### config.mk
export PLATFORM = sky130hd
export DESIGN_NAME = round_shift_mix
export DESIGN_NICKNAME = d
export VERILOG_FILES = /design/src/rtl/aes_pkg.sv /design/src/rtl/mix_single_column.sv /design/src/rtl/round_shift_mix.sv
export SDC_FILE = /design/constraint.sdc
export NUM_CORES = 1
export LEC_CHECK = 0
export ABC_AREA = 0
export CORE_MARGIN = 1
export CORE_UTILIZATION = 35
export DETAILED_ROUTE_END_ITERATION = 8
export PLACE_DENSITY = 0.63
export SLEW_MARGIN = 25
export SYNTH_ARGS = -nofsm -noshare
export SYNTH_HDL_FRONTEND = slang
export SYNTH_SLANG_ARGS = --single-unit
### constraint.sdc
create_clock -name clk -period 2.75 [get_ports clk]
set_clock_uncertainty 0.05 [all_clocks]
set_input_delay 0.55 -clock clk [delete_from_list [all_inputs] [get_ports clk]]
set_output_delay 0.55 -clock clk [all_outputs]
set_load 0.005 [all_outputs]
### src/rtl/aes_pkg.sv
// +----------------------------------------------------------------------------+
// | Module      : aes_pkg                                                      |
// | Description : GF(2^8) helpers, FSM encoding and constants for the AES      |
// |               ShiftRows/MixColumns round stage.                            |
// | Revision    : 1.0 - initial release                                        |
// +----------------------------------------------------------------------------+
`default_nettype none

package aes_pkg;

    localparam int         NUM_COLS = 4;
    localparam logic [7:0] AES_POLY = 8'h1B;

    typedef enum logic [1:0] {
        IDLE = 2'd0,
        MIX  = 2'd1,
        DONE = 2'd2
    } state_t;

    function automatic logic [7:0] xtime(input logic [7:0] b);
        return {b[6:0], 1'b0} ^ (b[7] ? AES_POLY : 8'h00);
    endfunction

    function automatic logic [7:0] gmul2(input logic [7:0] b);
        return xtime(b);
    endfunction

    function automatic logic [7:0] gmul3(input logic [7:0] b);
        return xtime(b) ^ b;
    endfunction

    function automatic logic [7:0] gmul9(input logic [7:0] b);
        return xtime(xtime(xtime(b))) ^ b;
    endfunction

    function automatic logic [7:0] gmul11(input logic [7:0] b);
        return xtime(xtime(xtime(b))) ^ xtime(b) ^ b;
    endfunction

    function automatic logic [7:0] gmul13(input logic [7:0] b);
        return xtime(xtime(xtime(b))) ^ xtime(xtime(b)) ^ b;
    endfunction

    function automatic logic [7:0] gmul14(input logic [7:0] b);
        return xtime(xtime(xtime(b))) ^ xtime(xtime(b)) ^ xtime(b);
    endfunction

    // State is {col0,col1,col2,col3}, row 0 in the top byte of each column.
    // Forward: row r of column c comes from column (c+r); inverse from (c-r).
    function automatic logic [127:0] shift_rows(input logic [127:0] s, input logic inverse);
        logic [127:0] t;
        int           src;
        t = '0;
        for (int c = 0; c < NUM_COLS; c++) begin
            for (int r = 0; r < 4; r++) begin
                src = inverse ? ((c - r + NUM_COLS) % NUM_COLS) : ((c + r) % NUM_COLS);
                t[127 - 32*c - 8*r -: 8] = s[127 - 32*src - 8*r -: 8];
            end
        end
        return t;
    endfunction

endpackage

`default_nettype wire

### src/rtl/mix_single_column.sv
// +----------------------------------------------------------------------------+
// | Module      : mix_single_column                                            |
// | Description : Combinational (Inv)MixColumns on one 32-bit column.          |
// |               Inverse coefficients exist only with SHIFT_MIX_INV_EN.       |
// | Revision    : 1.0 - initial release                                        |
// +----------------------------------------------------------------------------+
`default_nettype none

module mix_single_column
    import aes_pkg::*;
(
    input  logic [31:0] col_in,
    input  logic        inv,
    output logic [31:0] col_out
);

    logic [7:0]  w_a0, w_a1, w_a2, w_a3;
    logic [31:0] w_fwd;

    assign {w_a0, w_a1, w_a2, w_a3} = col_in;

    assign w_fwd = {
        gmul2(w_a0) ^ gmul3(w_a1) ^ w_a2        ^ w_a3,
        w_a0        ^ gmul2(w_a1) ^ gmul3(w_a2) ^ w_a3,
        w_a0        ^ w_a1        ^ gmul2(w_a2) ^ gmul3(w_a3),
        gmul3(w_a0) ^ w_a1        ^ w_a2        ^ gmul2(w_a3)
    };

`ifdef SHIFT_MIX_INV_EN
    logic [31:0] w_inv;

    assign w_inv = {
        gmul14(w_a0) ^ gmul11(w_a1) ^ gmul13(w_a2) ^ gmul9(w_a3),
        gmul9(w_a0)  ^ gmul14(w_a1) ^ gmul11(w_a2) ^ gmul13(w_a3),
        gmul13(w_a0) ^ gmul9(w_a1)  ^ gmul14(w_a2) ^ gmul11(w_a3),
        gmul11(w_a0) ^ gmul13(w_a1) ^ gmul9(w_a2)  ^ gmul14(w_a3)
    };

    assign col_out = inv ? w_inv : w_fwd;
`else
    logic w_unused_inv;

    assign w_unused_inv = inv;
    assign col_out      = w_fwd;
`endif

endmodule

`default_nettype wire

### src/rtl/round_shift_mix.sv
// +----------------------------------------------------------------------------+
// | Module      : round_shift_mix                                              |
// | Description : AES round stage: ShiftRows at load, column-serial            |
// |               MixColumns, valid/ready on both sides, last-round bypass.    |
// |               Optional inverse mode under macro SHIFT_MIX_INV_EN.          |
// | Revision    : 1.0 - initial release                                        |
// +----------------------------------------------------------------------------+
`default_nettype none

module round_shift_mix
    import aes_pkg::*;
#(
    parameter int COLS_PER_CYCLE = 1
) (
    input  logic        clk,
    input  logic        rst,
    input  logic        in_valid,
    output logic        in_ready,
    input  logic        last_round,
`ifdef SHIFT_MIX_INV_EN
    input  logic        inv,
`endif
    input  logic [31:0] in_col0,
    input  logic [31:0] in_col1,
    input  logic [31:0] in_col2,
    input  logic [31:0] in_col3,
    output logic        out_valid,
    input  logic        out_ready,
    output logic [31:0] out_col0,
    output logic [31:0] out_col1,
    output logic [31:0] out_col2,
    output logic [31:0] out_col3
);

    localparam logic [1:0] c_step     = 2'(COLS_PER_CYCLE % NUM_COLS);
    localparam logic [1:0] c_last_grp = 2'(NUM_COLS - COLS_PER_CYCLE);

    generate
        if (COLS_PER_CYCLE != 1 && COLS_PER_CYCLE != 2 && COLS_PER_CYCLE != 4) begin : g_bad_cfg
            $error("round_shift_mix: COLS_PER_CYCLE must be 1, 2 or 4");
        end
    endgenerate

    state_t                          r_state;
    logic [1:0]                      r_cnt;
    logic [0:NUM_COLS-1][31:0]       r_cols;
    logic                            r_last;

    logic [127:0]                    w_in;
    logic [127:0]                    w_load;
    logic [127:0]                    w_out;
    logic                            w_inv_sel;
    logic [1:0]                      w_mix_idx [COLS_PER_CYCLE];
    logic [31:0]                     w_mix_out [COLS_PER_CYCLE];

    assign w_in = {in_col0, in_col1, in_col2, in_col3};

`ifdef SHIFT_MIX_INV_EN
    logic r_inv;

    // Inverse blocks load unshifted; InvShiftRows is applied on the way out.
    assign w_load    = inv ? w_in : shift_rows(w_in, 1'b0);
    assign w_inv_sel = r_inv;
    assign w_out     = shift_rows(r_cols, r_inv);
`else
    assign w_load    = shift_rows(w_in, 1'b0);
    assign w_inv_sel = 1'b0;
    assign w_out     = r_cols;
`endif

    generate
        for (genvar k = 0; k < COLS_PER_CYCLE; k++) begin : g_mix
            assign w_mix_idx[k] = r_cnt + 2'(k);

            mix_single_column u_mix (
                .col_in  (r_cols[w_mix_idx[k]]),
                .inv     (w_inv_sel),
                .col_out (w_mix_out[k])
            );
        end
    endgenerate

    always_ff @(posedge clk or negedge rst) begin
        if (!rst) begin
            r_state <= IDLE;
            r_cnt   <= '0;
            r_cols  <= '0;
            r_last  <= 1'b0;
`ifdef SHIFT_MIX_INV_EN
            r_inv   <= 1'b0;
`endif
        end else begin
            case (r_state)
                IDLE: begin
                    if (in_valid) begin
                        r_cols  <= w_load;
                        r_last  <= last_round;
                        r_cnt   <= '0;
                        r_state <= last_round ? DONE : MIX;
`ifdef SHIFT_MIX_INV_EN
                        r_inv   <= inv;
`endif
                    end
                end
                MIX: begin
                    // A bypass block never needs mixing; leave immediately if one got here.
                    if (r_last) begin
                        r_cnt   <= '0;
                        r_state <= DONE;
                    end else begin
                        for (int k = 0; k < COLS_PER_CYCLE; k++) begin
                            r_cols[w_mix_idx[k]] <= w_mix_out[k];
                        end
                        if (r_cnt == c_last_grp) begin
                            r_cnt   <= '0;
                            r_state <= DONE;
                        end else begin
                            r_cnt   <= r_cnt + c_step;
                        end
                    end
                end
                DONE: begin
                    if (out_ready) begin
                        r_state <= IDLE;
                    end
                end
                default: begin
                    r_state <= IDLE;
                end
            endcase
        end
    end

    assign in_ready  = (r_state == IDLE);
    assign out_valid = (r_state == DONE);
    assign {out_col0, out_col1, out_col2, out_col3} = w_out;

endmodule

`default_nettype wire

## Word level (Yosys, flattened, before mapping)

Index checks and enable logic that the tools add are counted.

| word-level totals | value |
|---|---|
| flip-flop bits (word level) | 133 |
| output and inout port bits | 130 |
| logic and storage cells | 68 |

| cells by class | value |
|---|---|
| add/sub/neg operators | 1 |
| order comparisons | 2 |
| equality and inequality tests | 7 |
| mux-type cells | 23 |
| bitwise logic cells | 21 |
| reductions and logical operators | 7 |

Operators by type and width:

| operator | number |
|---|---|
| $mux W128 | 2 |
| $pmux W128 S2 | 1 |
| $xor A8 B8 Y8 | 19 |
| $bwmux W128 | 1 |
| $mux W32 | 3 |
| $bmux W32 S2 | 1 |
| $demux W32 S2 | 1 |
| $mux W5 | 4 |
| $mux W2 | 8 |
| $xor A8 B5 Y8 | 1 |
| $pmux W2 S3 | 1 |
| $reduce_and A3 Y1 | 2 |
| $eq A2 B2 Y1 const B | 2 |
| $ne A2 B2 Y1 const B | 2 |
| $pmux W2 S2 | 1 |
| $reduce_and A2 Y1 | 2 |
| $ge A3 B3 Y1 const B | 1 |
| $lt A3 B1 Y1 const B | 1 |
| $ne A3 B3 Y1 const B | 1 |
| $not A2 Y3 | 1 |
| $add A2 B1 Y2 const B | 1 |
| $eq A2 B1 Y1 const B | 1 |
| $logic_not A2 Y1 | 1 |
| $ne A2 B1 Y1 const B | 1 |
| 2 further kinds | 2 |

## Logic depth before layout (Yosys ltp)

| logic depth | value |
|---|---|
| word-level depth | 13 |
| mapped depth | 11 |
| gate-level depth less buffers | 6 |

## By module

From an unflattened synthesis, not the netlist that was laid out.

| unflattened totals | value |
|---|---|
| cell total of the unflattened synthesis | 839 |
| area total of the unflattened synthesis | 9740.6 um2 |

By module, submodules not included:

| module | times used | cells each | area an instance (um2) | sequential area each (um2) |
|---|---|---|---|---|
| round_shift_mix | 1 | 764 | 8436.8 | 3328.2 |
| mix_single_column | 1 | 75 | 1303.8 | 0.0 |

## Least setup slack after synthesis

Ideal clock, no wire load.

| timing | value |
|---|---|
| path type | reg-to-reg |
| start | reg r_cnt[0] |
| end | reg r_cols, in the netlist out_col0[19] |
| library setup time | 0.090 ns |
| data arrival time | 2.214 ns |
| required time | 2.610 ns |
| slack | 0.396 ns |
| cell stages (with the launch flop) | 7 |
| path buffers | 2 |
| cells stage by stage | dfrtp_1 -> buf_6 -> buf_12 -> mux4_2 -> xor2_2 -> xnor3_1 -> o221ai_1 |

| on the way | value |
|---|---|
| word-level cells in the longest chain between the ends | 12 |

Ends and longest elaborated chain:

| element | RTL line | RTL |
|---|---|---|
| start, declared | round_shift_mix.sv:45 | `logic [1:0] r_cnt;` |
| start signal, assigned | round_shift_mix.sv:118 | `r_cnt <= r_cnt + c_step;` |
| $not A2 Y3 (implied by the code) (*) | round_shift_mix.sv:76, round_shift_mix.sv:112 |  |
| $bmux W32 S2 | round_shift_mix.sv:76 | `.col_in (r_cols[w_mix_idx[k]]),` |
| $mux W32 (implied by the code) (2 in a row) | round_shift_mix.sv:76 |  |
| $mux W5 | aes_pkg.sv:21 | `return {b[6:0], 1'b0} ^ (b[7] ? AES_POLY : 8'h00);` |
| $xor A8 B8 Y8 | aes_pkg.sv:21 |  |
| $xor A8 B8 Y8, on equally long branches | mix_single_column.sv:24, aes_pkg.sv:29 |  |
| $xor A8 B8 Y8 (2 in a row) | mix_single_column.sv:24 | `w_a0 ^ gmul2(w_a1) ^ gmul3(w_a2) ^ w_a3,` |
| $bwmux W128 (*) | round_shift_mix.sv:112 | `r_cols[w_mix_idx[k]] <= w_mix_out[k];` |
| $mux W128 (*) | round_shift_mix.sv:107 | `if (r_last) begin` |
| $pmux W128 S2 (*) | round_shift_mix.sv:93 | `case (r_state)` |
| end signal, assigned | round_shift_mix.sv:96 | `r_cols <= w_load;` |
| end signal, assigned by index | round_shift_mix.sv:112 |  |
| end, declared | round_shift_mix.sv:46 | `logic [0:NUM_COLS-1][31:0] r_cols;` |

Mark *: on every way between the ends. The rest lies on a longest branch, timed or not. The select of a mux whose other input is x is not followed.
A chain may end at the register's enable or synchronous reset.

## Worst setup path after layout

| timing | value |
|---|---|
| start | reg r_cnt[0] |
| end | reg r_cols, in the netlist out_col1[4] |

| on the way | value |
|---|---|
| word-level cells in the longest chain between the ends | 13 |

Ends and longest elaborated chain:

| element | RTL line | RTL |
|---|---|---|
| $not A2 Y3 (implied by the code) (*) | round_shift_mix.sv:76, round_shift_mix.sv:112 |  |
| $bmux W32 S2 | round_shift_mix.sv:76 |  |
| $mux W32 (implied by the code) (2 in a row) | round_shift_mix.sv:76 |  |
| $mux W5 | aes_pkg.sv:21 |  |
| $xor A8 B5 Y8 | aes_pkg.sv:21 |  |
| $xor A8 B8 Y8 | aes_pkg.sv:29 | `return xtime(b) ^ b;` |
| $xor A8 B8 Y8 (3 in a row) | mix_single_column.sv:26 | `gmul3(w_a0) ^ w_a1 ^ w_a2 ^ gmul2(w_a3)` |
| $bwmux W128 (*) | round_shift_mix.sv:112 |  |
| $mux W128 (*) | round_shift_mix.sv:107 |  |
| $pmux W128 S2 (*) | round_shift_mix.sv:93 |  |

Marks and branches as above.

==> impl_results.md <==
* TritonCTS buffer count at 17
* Worst-path fanout max at 15
* Cell Area, Synth at 0.00807 sq mm
* CTS resizes at 0
* Crit-path cells: buf_12 -> mux4_2 -> xor3_1 -> xnor3_1 -> o221ai_1
* WP data arrival at 2.86 ns
* DRC violations left at 0
* Int Power at 11.7 mW
* Final setup fails at 0
* Peak VDD IR at 1.09 mV
* Kind of critical path: flop to flop
* First-iteration detailed-routing DRC count at 545
* Post-synth top area share at 41.3%
* Chip width at 154 um
* Post-synth ARST share at 100%
* Startpoint type of the worst setup path: flop
* Sw power at 8.93 mW
* Slew @ Worst Pin at 0.595 ns
* Min-Delay Path Class: primary input to async pin
* DR vias/cell at 5.62
* Sw frac at 43.2%
* First-pass GRT wire length at 43900 um
* Num rows at 55
* Post-CTS Repair Setup Buffers at 0
* Total track usage at 24.9%
* Worst path top cell family by delay: XOR/XNOR gates
* Register share of total power at 18.6%
* CTS H-Tree Depth at 4
* CTS tree: done
* Worst path bufs/invs at 1
* Top cells by count, synth: nand2_1 (259), dfrtp_1 (133), o221ai_1 (128), clkbuf_1 (54), xnor3_1 (33)
* Register area share after synthesis at 41.3%
* DRT antenna net count at 0
* Final core occ at 51.8%
* Worst-path clk slew at 0.06 ns
* Layout cell share with drive strength beyond 1 at 12.0%
* Worst EP required at 3.03 ns
* DRT Pass-1 Iters at 5
* Final setup TNS at 0 ns
* Fill count at 1958
* Vias at 7158
* Placeable Area at 0.0226 sq mm
* Top post-synthesis cells by area: dfrtp_1 (41%), o221ai_1 (14%), nand2_1 (12%)
* Max cap viols at 0
* Relative slew slack at 60.2%
* Worst stage delay on the critical path at 0.61 ns
* Status: complete, no violations
* Period minus WS final at 2.57 ns
* Met1 Use GR at 33.4%
* Synthesized Nets at 868
* Gate power share at 69.5%
* Critical path's slowest cell: mux4_2
* Antenna cells at 0
* GR Util met3 at 6.09%
* Post-synth top area cell: dfrtp_1
* Cell with the most instances after synthesis: nand2_1
* Avg WL per Cell at 22.6 um
* FMAX at 389 MHz
* Port Buf Inserts at 262
* Post-synthesis register bit count at 133
* Ys flop type: dfrtp_1
* Most used routing layer: met2
* CP Capture Type: flop
* Area delta synth->final at 45.5%
* RePlAce Congestion at 0.836
* Synth unique cells at 33
* Final clock period utilization by the worst path at 93.6%
* Final Max Tran Viols at 0
* Leak Pwr at 5.19 nW
* WHS at 0.0354 ns
* Clock Latency Late Sink at 0.43 ns
* Syn Area/Cell at 11.0 sq um
* EDFF count, synth at 0
* Clk sink count at 133
* Total wire length at 28800 um
* Power per cell area at 1760 mW/mm^2
* Die area at 0.0237 sq mm
* Clock Tree Buf Depth at 2
* RSZ-0062 raised after global routing: no
* GRT met2 Usage at 39.3%
* Cells after Synth at 731
* Overflow left after global routing at 0
* Fin nets at 1112
* Largest net degree at the start of global routing at 54
* Clock power frac at 11.8%
* Hold_buf cts at 0
* Syn. warnings at 0
* Clock root cell: clkbuf_16
* Vias in the first global route at 7340
* Starting Density at 35.6%
* Top-level port count at 263
* Post-DP HPWL at 21200 um
* Hold violation total from the final report at 0
* Height of the die at 154 um
* Antenna violations before repair at 0
## per-layer routing
layer | vias up | wire length [um]
li1 | 3205 | -
met2 | 392 | 13800
met1 | 3523 | 12000
met3 | 38 | 2430
met5 | - | 0
met4 | 0 | 531
## cell type report
cell class	instances	area (sq um)	area share (%)
Multi-Input combinational cell	527	4450	37.9
Sequential cell	133	3330	28.4
Timing Repair Buffer	293	2960	25.2
Clock buffer	17	425	3.62
Tap cell	285	357	3.04
Clock inverter	15	205	1.75
Inverter	3	11.3	0.0959
## per-stage QoR
stage / cell area, sq um / setup slack [ns] / cells / power (mW)
after floorplan: 8070 / 0.396 / 731 / 12.6
after global placement: 11100 / 0.215 / 1241 / 18.1
after detailed placement: 11100 / 0.182 / 1241 / 18.2
after CTS: 11700 / 0.180 / 1273 / 20.7
after global routing: 11700 / 0.0515 / 1273 / 21.8
final: 11700 / 0.177 / 1273 / 20.7
## worst paths after layout
kind	depth (start not counted)	to	startpoint	slack [ns]
worst min-delay path	1	out_col3[10]	rst	0.04
worst max-delay path	5	out_col1[4]	r_cnt[0]	0.18
worst min register to register	2	out_col0[28]	out_col0[28]	0.46
max in group asynchronous	2	r_cnt[1]	rst	1.96
worst max register to register	5	out_col1[4]	r_cnt[0]	0.18
min in group clk	2	out_col0[28]	out_col0[28]	0.46
## power groups by stage
stage	clock [mW]	sequential, mW	combinational, mW
final	2.44	3.85	14.4
after global routing	2.56	3.96	15.3
after CTS	2.47	3.83	14.4
after detailed placement	0	3.86	14.3
after global placement	0	3.88	14.2
after floorplan	0	3.57	9.05
## worst reg2reg max path, stage by stage, from the launching register on
cell	delay, ns
dfrtp_2	0.43
buf_12	0.20
mux4_2	0.62
xor3_1	0.44
xnor3_1	0.49
o221ai_1	0.25
## cells in the final DEF, fill, tap and decap left out, drive strengths merged, types with 6 or more instances in the layout
master         instances
buf                   32
xnor2                 19
mux4                  32
clkinvlp               6
clkdlybuf4s50        261
o221ai               128
nand2                259
xnor3                 33
dfrtp                133
clkbuf                17
xor2                  11
xor3                  10
## sequential cells by signal, summed over array words and instances, names as in the netlist
| register | flops |
|---|---|
| r_cnt | 2 |
| r_state | 2 |
| out_col3 | 32 |
| out_col2 | 32 |
| out_col0 | 32 |
| out_col1 | 32 |
| r_last | 1 |
## cells by family (layout without fill, tap and decap cells)
group	count (synthesis)	count (layout)	synth area share (%)
fa+ha+maj	4	4	0.620
buf+inv	71	328	3.94
compound gates	142	142	15.1
mux	34	34	9.31
xor+xnor	73	73	16.7
flops	133	133	41.3
simple gates	274	274	13.1
No activity file was read; power rests on OpenSTA's default activity.
